**src/rtl/branch_ctrl_if.sv**
```systemverilog
// Signal bundle between the ID-stage branch sequencer and its neighbours
// (target generator, hazard sources, PC/fetch redirect and counters).
interface branch_ctrl_if;
   logic        flush;
   logic        id_valid;
   logic        id_is_branch;
   logic [4:0]  id_rs_addr;
   logic [4:0]  id_rt_addr;
   logic        id_uses_rt;
   logic        ex_write;
   logic        ex_load;
   logic [4:0]  ex_write_addr;
   logic        mem_load;
   logic [4:0]  mem_write_addr;
   logic        branch_flag;
   logic [31:0] branch_addr;
   logic        if_ready;
   logic        id_stall;
   logic        pc_redirect_valid;
   logic [31:0] pc_redirect_addr;
   logic [15:0] taken_cnt;
   logic [15:0] stall_cnt;

   modport master (
      output flush, id_valid, id_is_branch, id_rs_addr, id_rt_addr, id_uses_rt,
             ex_write, ex_load, ex_write_addr, mem_load, mem_write_addr,
             branch_flag, branch_addr, if_ready,
      input  id_stall, pc_redirect_valid, pc_redirect_addr, taken_cnt, stall_cnt
   );

   modport slave (
      input  flush, id_valid, id_is_branch, id_rs_addr, id_rt_addr, id_uses_rt,
             ex_write, ex_load, ex_write_addr, mem_load, mem_write_addr,
             branch_flag, branch_addr, if_ready,
      output id_stall, pc_redirect_valid, pc_redirect_addr, taken_cnt, stall_cnt
   );
endinterface

```
**src/rtl/branch_ctrl.sv**
```systemverilog
// ID-stage branch sequencer: stalls on operand hazards, hands the redirect to
// fetch with a ready handshake, and counts taken branches and stall cycles.
module branch_ctrl (
   input  logic         clk,
   input  logic         rst,
   branch_ctrl_if.slave bus
);
   typedef enum logic [1:0] {
      IDLE    = 2'd0,
      HAZARD  = 2'd1,
      PENDING = 2'd2
   } state_t;

   state_t      state;
   logic        cnt;
   logic [31:0] pend_addr;
   logic [15:0] taken_cnt;
   logic [15:0] stall_cnt;

   logic        is_branch;
   logic        ex_hit;
   logic        mem_hit;
   logic [1:0]  need;
   logic        id_stall;
   logic        redirect_valid;
   logic [31:0] redirect_addr;

   // Register 0 is hard-wired, so a write to it never creates a hazard.
   function automatic logic src_hit(input logic [4:0] dst, input logic [4:0] rs,
                                    input logic [4:0] rt, input logic uses_rt);
      return (dst != 5'd0) && ((dst == rs) || (uses_rt && (dst == rt)));
   endfunction

   assign is_branch = bus.id_valid & bus.id_is_branch;
   assign ex_hit    = src_hit(bus.ex_write_addr, bus.id_rs_addr, bus.id_rt_addr, bus.id_uses_rt);
   assign mem_hit   = src_hit(bus.mem_write_addr, bus.id_rs_addr, bus.id_rt_addr, bus.id_uses_rt);

   // NOTE: every always_comb output gets a default first so no path infers a latch.
   always_comb begin
      need = 2'd0;
      if (is_branch) begin
         if (bus.ex_load && ex_hit)       need = 2'd2;
         else if (bus.ex_write && ex_hit) need = 2'd1;
         if (bus.mem_load && mem_hit && (need == 2'd0)) need = 2'd1;
      end
   end

   // Redirect and stall are combinational so a clean taken branch costs no cycle.
   always_comb begin
      id_stall       = 1'b0;
      redirect_valid = 1'b0;
      redirect_addr  = 32'd0;
      if (!bus.flush) begin
         case (state)
            IDLE: begin
               if (need != 2'd0) begin
                  id_stall = 1'b1;
               end else if (is_branch && bus.branch_flag) begin
                  redirect_valid = 1'b1;
                  redirect_addr  = bus.branch_addr;
                  id_stall       = ~bus.if_ready;
               end
            end
            HAZARD: id_stall = 1'b1;
            PENDING: begin
               redirect_valid = 1'b1;
               redirect_addr  = pend_addr;
               id_stall       = ~bus.if_ready;
            end
            default: ;
         endcase
      end
   end

   // NOTE: sequential state uses non-blocking assignments so every register samples pre-edge values.
   always_ff @(posedge clk) begin
      if (rst) begin
         state     <= IDLE;
         cnt       <= 1'b0;
         pend_addr <= 32'd0;
         taken_cnt <= 16'd0;
         stall_cnt <= 16'd0;
      end else if (bus.flush) begin
         state <= IDLE;
         cnt   <= 1'b0;
      end else begin
         if (id_stall)                      stall_cnt <= stall_cnt + 16'd1;
         if (redirect_valid && bus.if_ready) taken_cnt <= taken_cnt + 16'd1;
         case (state)
            IDLE: begin
               if (need == 2'd2) begin
                  state <= HAZARD;
                  cnt   <= 1'b1;
               end else if (need == 2'd0 && is_branch && bus.branch_flag && !bus.if_ready) begin
                  pend_addr <= bus.branch_addr;
                  state     <= PENDING;
               end
            end
            HAZARD: begin
               // A one-cycle 1-bit count: the decrement to zero is the exit cycle.
               cnt <= cnt - 1'b1;
               if (cnt == 1'b1) state <= IDLE;
            end
            PENDING: if (bus.if_ready) state <= IDLE;
            default: state <= IDLE;
         endcase
      end
   end

   assign bus.id_stall          = id_stall;
   assign bus.pc_redirect_valid = redirect_valid;
   assign bus.pc_redirect_addr  = redirect_addr;
   assign bus.taken_cnt         = taken_cnt;
   assign bus.stall_cnt         = stall_cnt;
endmodule

```
**src/flat_wrapper.sv**
```systemverilog
// flat-port wrapper written by rule: the top's interface ports become plain ports
module branch_ctrl_flat 
  (clk, rst, bus_flush, bus_id_valid, bus_id_is_branch, bus_id_rs_addr, bus_id_rt_addr, bus_id_uses_rt, bus_ex_write, bus_ex_load, bus_ex_write_addr, bus_mem_load, bus_mem_write_addr, bus_branch_flag, bus_branch_addr, bus_if_ready, bus_id_stall, bus_pc_redirect_valid, bus_pc_redirect_addr, bus_taken_cnt, bus_stall_cnt);
  branch_ctrl_if bus_i ();
  input  logic clk;
  input  logic rst;
  input wire logic [$bits(bus_i.flush)-1:0] bus_flush;
  input wire logic [$bits(bus_i.id_valid)-1:0] bus_id_valid;
  input wire logic [$bits(bus_i.id_is_branch)-1:0] bus_id_is_branch;
  input wire logic [$bits(bus_i.id_rs_addr)-1:0] bus_id_rs_addr;
  input wire logic [$bits(bus_i.id_rt_addr)-1:0] bus_id_rt_addr;
  input wire logic [$bits(bus_i.id_uses_rt)-1:0] bus_id_uses_rt;
  input wire logic [$bits(bus_i.ex_write)-1:0] bus_ex_write;
  input wire logic [$bits(bus_i.ex_load)-1:0] bus_ex_load;
  input wire logic [$bits(bus_i.ex_write_addr)-1:0] bus_ex_write_addr;
  input wire logic [$bits(bus_i.mem_load)-1:0] bus_mem_load;
  input wire logic [$bits(bus_i.mem_write_addr)-1:0] bus_mem_write_addr;
  input wire logic [$bits(bus_i.branch_flag)-1:0] bus_branch_flag;
  input wire logic [$bits(bus_i.branch_addr)-1:0] bus_branch_addr;
  input wire logic [$bits(bus_i.if_ready)-1:0] bus_if_ready;
  output wire logic [$bits(bus_i.id_stall)-1:0] bus_id_stall;
  output wire logic [$bits(bus_i.pc_redirect_valid)-1:0] bus_pc_redirect_valid;
  output wire logic [$bits(bus_i.pc_redirect_addr)-1:0] bus_pc_redirect_addr;
  output wire logic [$bits(bus_i.taken_cnt)-1:0] bus_taken_cnt;
  output wire logic [$bits(bus_i.stall_cnt)-1:0] bus_stall_cnt;
  assign bus_i.flush = bus_flush;
  assign bus_i.id_valid = bus_id_valid;
  assign bus_i.id_is_branch = bus_id_is_branch;
  assign bus_i.id_rs_addr = bus_id_rs_addr;
  assign bus_i.id_rt_addr = bus_id_rt_addr;
  assign bus_i.id_uses_rt = bus_id_uses_rt;
  assign bus_i.ex_write = bus_ex_write;
  assign bus_i.ex_load = bus_ex_load;
  assign bus_i.ex_write_addr = bus_ex_write_addr;
  assign bus_i.mem_load = bus_mem_load;
  assign bus_i.mem_write_addr = bus_mem_write_addr;
  assign bus_i.branch_flag = bus_branch_flag;
  assign bus_i.branch_addr = bus_branch_addr;
  assign bus_i.if_ready = bus_if_ready;
  assign bus_id_stall = bus_i.id_stall;
  assign bus_pc_redirect_valid = bus_i.pc_redirect_valid;
  assign bus_pc_redirect_addr = bus_i.pc_redirect_addr;
  assign bus_taken_cnt = bus_i.taken_cnt;
  assign bus_stall_cnt = bus_i.stall_cnt;
  branch_ctrl u_core (.clk(clk), .rst(rst), .bus(bus_i));
endmodule
```
**config.mk**
```make
export PLATFORM = sky130hd
export DESIGN_NAME = branch_ctrl_flat
export DESIGN_NICKNAME = d
export VERILOG_FILES = /design/src/rtl/branch_ctrl_if.sv /design/src/rtl/branch_ctrl.sv /design/src/flat_wrapper.sv
export SDC_FILE = /design/constraint.sdc
export NUM_CORES = 1
export LEC_CHECK = 0
export CORE_MARGIN = 5
export CORE_UTILIZATION = 40
export DETAILED_ROUTE_END_ITERATION = 16
export PLACE_DENSITY = 0.85
export REMOVE_ABC_BUFFERS = 1
export SYNTH_ARGS = -nofsm -noshare
export SYNTH_HDL_FRONTEND = slang
export SYNTH_SLANG_ARGS = --single-unit
export TNS_END_PERCENT = 30
```
**constraint.sdc**
```tcl
create_clock -name clk -period 3.7 [get_ports clk]
set_input_delay 0.37 -clock clk [delete_from_list [all_inputs] [get_ports clk]]
set_output_delay 0.37 -clock clk [all_outputs]
set_load 0.03 [all_outputs]
```
# Word level (Yosys, flattened, before mapping)
# Cells that the tools add are included.
dict set report op_classes {
  n_eq_ne 11
  n_addsub 3
  n_reduce_logical 29
  n_mux 24
  n_bitwise 4
}
# cell count
set ops {}
lappend ops {{$mux W32} 3}
lappend ops {{$pmux W32 S2} 1}
lappend ops {{$add A16 B1 Y16 const B} 2}
lappend ops {{$eq A5 B5 Y1} 4}
lappend ops {{$mux W2} 8}
lappend ops {{$logic_and A1 B1 Y1} 13}
lappend ops {{$reduce_bool A5 Y1} 2}
lappend ops {{$mux W1} 8}
lappend ops {{$logic_not A2 Y1} 3}
lappend ops {{$pmux W2 S3} 1}
lappend ops {{$reduce_and A2 Y1} 3}
lappend ops {{$eq A2 B2 Y1 const B} 2}
lappend ops {{$ne A2 B1 Y1 const B} 2}
lappend ops {{$pmux W1 S2} 2}
lappend ops {{$reduce_and A4 Y1} 1}
lappend ops {{$reduce_bool A2 Y1} 2}
lappend ops {{$ne A3 B1 Y1 const B} 1}
lappend ops {{$not A1 Y1} 3}
lappend ops {{$pmux W1 S3} 1}
lappend ops {{$reduce_and A3 Y1} 1}
lappend ops {{$eq A2 B1 Y1 const B} 1}
lappend ops {{$logic_or A1 B1 Y1} 2}
lappend ops {{$ne A2 B2 Y1 const B} 1}
lappend ops {{$reduce_or A2 Y1} 1}
lappend ops {{other kinds (3)} 3}
dict set report totals {
  inputBits 63
  wordCells 76
  ff_bits 67
  output_inout_bits 66
}

# Depth between registers and ports, before layout
dict set report depth {
  ltp_word 19
  depth_mapped 10
  ltp_nobuf 9
}

# Least setup slack after synthesis
# No wires, ideal clock.
dict set report synth_timing {
  path_type {input port to output port}
  from {in bus_ex_write_addr[0]}
  to {out bus_pc_redirect_addr[10]}
  arrival_time_ns 2.228
  required_time_ns 3.330
  path_buffers 1
  setup_slack_ns 1.102
  path_stages 6
  cell_sequence {or4_1 > o22ai_1 > o221ai_2 > nor4_2 > clkbuf_1 > a22o_1}
}
dict set report synth_via {
  elab_chain_cells 16
  word_cells_on_any_way 19
  cone_classes {2 x eq/ne; 8 x mux; 9 x reduce/logical}
}
# element line_no
set synth_lines {}
lappend synth_lines {{start: declaration} flat_wrapper.sv:15} ;# input wire logic [$bits(bus_i.ex_write_addr)-1:0] bus_ex_write_addr;
lappend synth_lines {{$eq A5 B5 Y1} branch_ctrl.sv:31} ;# return (dst != 5'd0) && ((dst == rs) || (uses_rt && (dst == rt)));
lappend synth_lines {{$logic_and A1 B1 Y1} branch_ctrl.sv:31}
lappend synth_lines {{$logic_or A1 B1 Y1} branch_ctrl.sv:31}
lappend synth_lines {{$logic_and A1 B1 Y1 *} branch_ctrl.sv:31}
lappend synth_lines {{$logic_and A1 B1 Y1} branch_ctrl.sv:43} ;# else if (bus.ex_write && ex_hit) need = 2'd1;
lappend synth_lines {{$mux W1} branch_ctrl.sv:43}
lappend synth_lines {{$mux W2 *} branch_ctrl.sv:42} ;# if (bus.ex_load && ex_hit) need = 2'd2;
lappend synth_lines {{$mux W2 *} branch_ctrl.sv:41} ;# if (is_branch) begin
lappend synth_lines {{$logic_not A2 Y1} branch_ctrl.sv:44} ;# if (bus.mem_load && mem_hit && (need == 2'd0)) need = 2'd1;
lappend synth_lines {{$logic_and A1 B1 Y1} branch_ctrl.sv:44}
lappend synth_lines {{$mux W2 *} branch_ctrl.sv:44}
lappend synth_lines {{$mux W2 *} branch_ctrl.sv:41}
lappend synth_lines {{$reduce_bool A2 Y1 *} branch_ctrl.sv:56} ;# if (need != 2'd0) begin
lappend synth_lines {{$mux W32 *} branch_ctrl.sv:56}
lappend synth_lines {{$pmux W32 S2 *} branch_ctrl.sv:54} ;# case (state)
lappend synth_lines {{$mux W32 *} branch_ctrl.sv:53} ;# if (!bus.flush) begin
lappend synth_lines {{end: declaration} flat_wrapper.sv:23} ;# output wire logic [$bits(bus_i.pc_redirect_addr)-1:0] bus_pc_redirect_addr;
# Mark *: on every way between the ends. The rest lies on a longest branch, timed or not. The select of a mux whose other input is x is not followed.

# Worst setup path after layout
dict set report layout_timing {
  from {in bus_ex_write_addr[3]}
  to {out bus_pc_redirect_addr[24]}
}
# The elaborated chain is that of the path after synthesis.

==> impl_metrics.csv <==
group,metric,value,unit
status,status,"complete, no violations",
timing,setup_violations,0,
floorplanning,die_h,101,um
finish,drive_above_1_share,10.5,%
grt,antenna_found_initial,0,
logic_synthesis,synth_top_family_by_area,"simple AND/OR/NAND/NOR gates",
timing,final_max_slew_viol_count,0,
logic_synthesis,synth_edf_count,0,
timing,finalCritPeriodShare,95.0,%
drt,wl,9500,um
setup_path,crit_buf_inv,2,
cts,clkLatencyLatePin,330,ps
timing,finClkSkew,8.13,ps
power,p_per_area,325,mW/mm^2
logic_synthesis,synthXorXnorAreaFrac,11.4,%
logic_synthesis,synthArstFlopShare,0,%
logic_synthesis,yosysTopAreaCellShare,40.6,%
floorplanning,coreArea,0.00813,mm^2
grt,grt_max_degree,39,
logic_synthesis,yosysUniqueCellTypes,40,
setup_path,crit_start,"bus_ex_write_addr[3]",
cts,root_buffer,"clkbuf_8",
logic_synthesis,synth_compound_area_share,18.2,%
cts,cts_resized,0,
logic_synthesis,synth-seq-cells,67,
cts,cts_sinks,67,
timing,setup_tns,0,ps
setup_path,path_max_fanout,9,
setup_path,arrival,3150,ps
setup_path,r2r-start,"u_core.state[1]",
placed_design,placement.io_buffers,128,
setup_path,critPathTopFamily,"buffers and inverters",
power,pwr-share-clk,41.8,%
logic_synthesis,yosys-top-cells-area,"dfxtp_1 41%, nand2_1 8.7%, a22o_1 8.5%",
worst_hold_path,min-delay-path-class,"reg -> reg",
power,vdd_drop_max,0.000207,V
floorplanning,die_w,101,um
grt,overflow,0,
cts,clock_path_buffers,2,
power,p_int,1220,uW
grt,grt_pass1_vias,3199,
finish,diodes,0,
setup_path,criticalPathCategory,"in -> out",
grt,track_usage,18.2,%
setup_path,cpMaxStageDelayCell,"clkdlybuf4s50_1",
power,seqPwrFrac,46.1,%
finish,n_fill_cell,703,
timing,worst_pin_slew,708,ps
logic_synthesis,synthMuxAreaShare,0.984,%
timing,finalCriticalPeriod,3520,ps
cts,clkTransAtPathRegs,70,ps
floorplanning,rows,33,
logic_synthesis,syn_area,0.00330,mm^2
logic_synthesis,yosys_warnings,0,
logic_synthesis,synthCells,406,
job,drv_cap,0,
power,p_sw_share,23.1,%
finish,area_growth,47.4,%
setup_path,required,3330,ps
logic_synthesis,synthFlopType,"dfxtp_1",
drt,first_iter_violations,114,
grt,grt_pass1_wl,15300,um
logic_synthesis,synthSimpleGateAreaFrac,24.6,%
placed_design,hpwl,7030,um
timing,timing.fmax,284,MHz
placed_design,place.gp.congestion,0.881,
cts,post_cts_buffers,0,
power,finalPower,1580,uW
setup_path,cpMostUsedCell,"clkdlybuf4s50_1",
drt,drc,0,
power,p_sw,365,uW
drt,via_per_inst,5.23,
drt,first_pass_iters,4,
worst_hold_path,hp-start,"u_core.pend_addr[14]",
setup_path,end_kind,"output pin",
floorplanning,start_util,40.6,%
logic_synthesis,syn_area_per_cell,8.14,um^2
power,p_leak,0.00175,uW
power,power_frac_comb,12.1,%
logic_synthesis,seq_area_frac_synth,40.6,%
cts,postCtsHoldBufs,0,
finish,nets,596,
floorplanning,dieArea,0.0102,mm^2
logic_synthesis,synth_adder_area_share,0.757,%
floorplanning,top_level_ports,129,
setup_path,crit_chain,"clkdlybuf4s50_1, or4_1, o22ai_1, o221ai_2, nor4_4, a22o_1, clkdlybuf4s50_1",
drt,via_count,3346,
cts,htree_num_levels,3,
finish,fin_util,59.9,%
drt,wl_per_cell,14.8,um
finish,multiInputGateArea,0.00187,mm^2
drt,ant_nets,0,
timing,slew_headroom,52.8,%
cts,cts_tree,"done",
setup_path,max_stage_delay,670,ps
timing,hold_violations,0,
logic_synthesis,synth_top_area_cell,"dfxtp_1",
timing,grt_setup_unrepaired,"false",
finish,regArea,0.00134,mm^2
cts,cts_made_buffers,9,
setup_path,crit_path_start_kind,"input port",
==> power by group through the flow <==
stage	combinational [uW]	clock [uW]	sequential [uW]
3_5_place_dp	190	0	747
6_report	191	661	730
4_1_cts	191	679	730
3_3_place_gp	187	0	746
5_1_grt	204	709	730
2_1_floorplan	62.4	0	747
==> synth_stat cells, drive strengths merged (2+ instances only) <==
master,instances
clkbuf,18
buf,7
or4,4
a32oi,2
and3,9
a22o,32
nor4b,3
nand3,17
nand2,77
nor4,7
o21ai,7
ha,2
a21oi,40
nand4,3
nor3,9
dfxtp,67
o22ai,2
nor2,34
inv,3
or3,4
mux2,2
xor2,28
xnor2,15
o31ai,2
==> stage by stage <==
step           instances  hold WS (ps)  setup WS, ps  cell area [um^2]
2_1_floorplan        381           430           202              3200
3_3_place_gp         625           441           265              4650
3_5_place_dp         625           446           194              4650
4_1_cts              640           456           194              4870
5_1_grt              640           477          52.4              4870
6_report             640           454           184              4870
==> registers in the layout (all words and copies together), names as in the netlist <==
name,flops
u_core.pend_addr,32
u_core.state,2
u_core.cnt,1
u_core.bus.taken_cnt,16
u_core.bus.stall_cnt,16
==> worst min-delay path, stage by stage (launching register included) <==
cell,delay [ps]
dfxtp_1,310
nand2_1,50
a21oi_1,50
==> final timing paths <==
kind | endpoint | slack [ps] | cells past startpoint
max | bus_pc_redirect_addr[24] | 180 | 7
min | u_core.pend_addr[14] | 450 | 2
max reg2reg | u_core.bus.stall_cnt[10] | 1440 | 7
min reg2reg | u_core.pend_addr[14] | 450 | 2
==> cells in the final DEF (no fill, tap or decap), types with 2 or more instances in the layout <==
cell,Yosys,final
nor4b_1,2,2
a21oi_1,40,40
inv_1,3,3
xnor2_1,15,15
nand4_1,3,3
or3_1,4,4
a22o_1,32,32
nor4_1,6,6
clkbuf_8,0,10
buf_4,0,35
ha_1,2,2
xor2_1,28,28
or4_1,4,4
bufinv_16,0,2
nor2_1,34,34
clkinv_2,0,2
a32oi_1,2,2
and3_1,9,9
o31ai_1,2,2
o21ai_0,6,6
clkdlybuf4s50_1,0,103
nand2_1,77,77
o22ai_1,2,2
dfxtp_1,67,67
nand3_1,17,17
nor3_1,9,8
==> logic make-up (layout without fill, tap and decap cells) <==
| family | count (synthesis) | after routing |
|---|---|---|
| adder cells (fa/ha/maj) | 2 | 2 |
| XOR/XNOR | 43 | 43 |
| AND/OR/NAND/NOR | 174 | 174 |
| AO/OA/AOI/OAI | 89 | 89 |
| buffers and inverters | 28 | 157 |
| flip-flops | 67 | 67 |
| multiplexers | 3 | 3 |
==> cell type report <==
cell class                 instances  share of cell area (%)
inverter                           3                   0.231
clock inverter                     5                    1.59
timing repair buffer             139                    26.7
sequential                        67                    27.5
multi-input combinational        311                    38.4
tap                              105                    2.70
clock buffer                      10                    2.83
==> per-layer routing <==
metal | track usage (%) | wire length [um] | up-vias
met5 | 0 | 0 | -
met2 | 29.4 | 4380 | 135
li1 | - | - | 1673
met1 | 23.7 | 4170 | 1526
met3 | 5.05 | 841 | 12
met4 | 5.62 | 114 | 0
(Power assumes the default switching activity.)
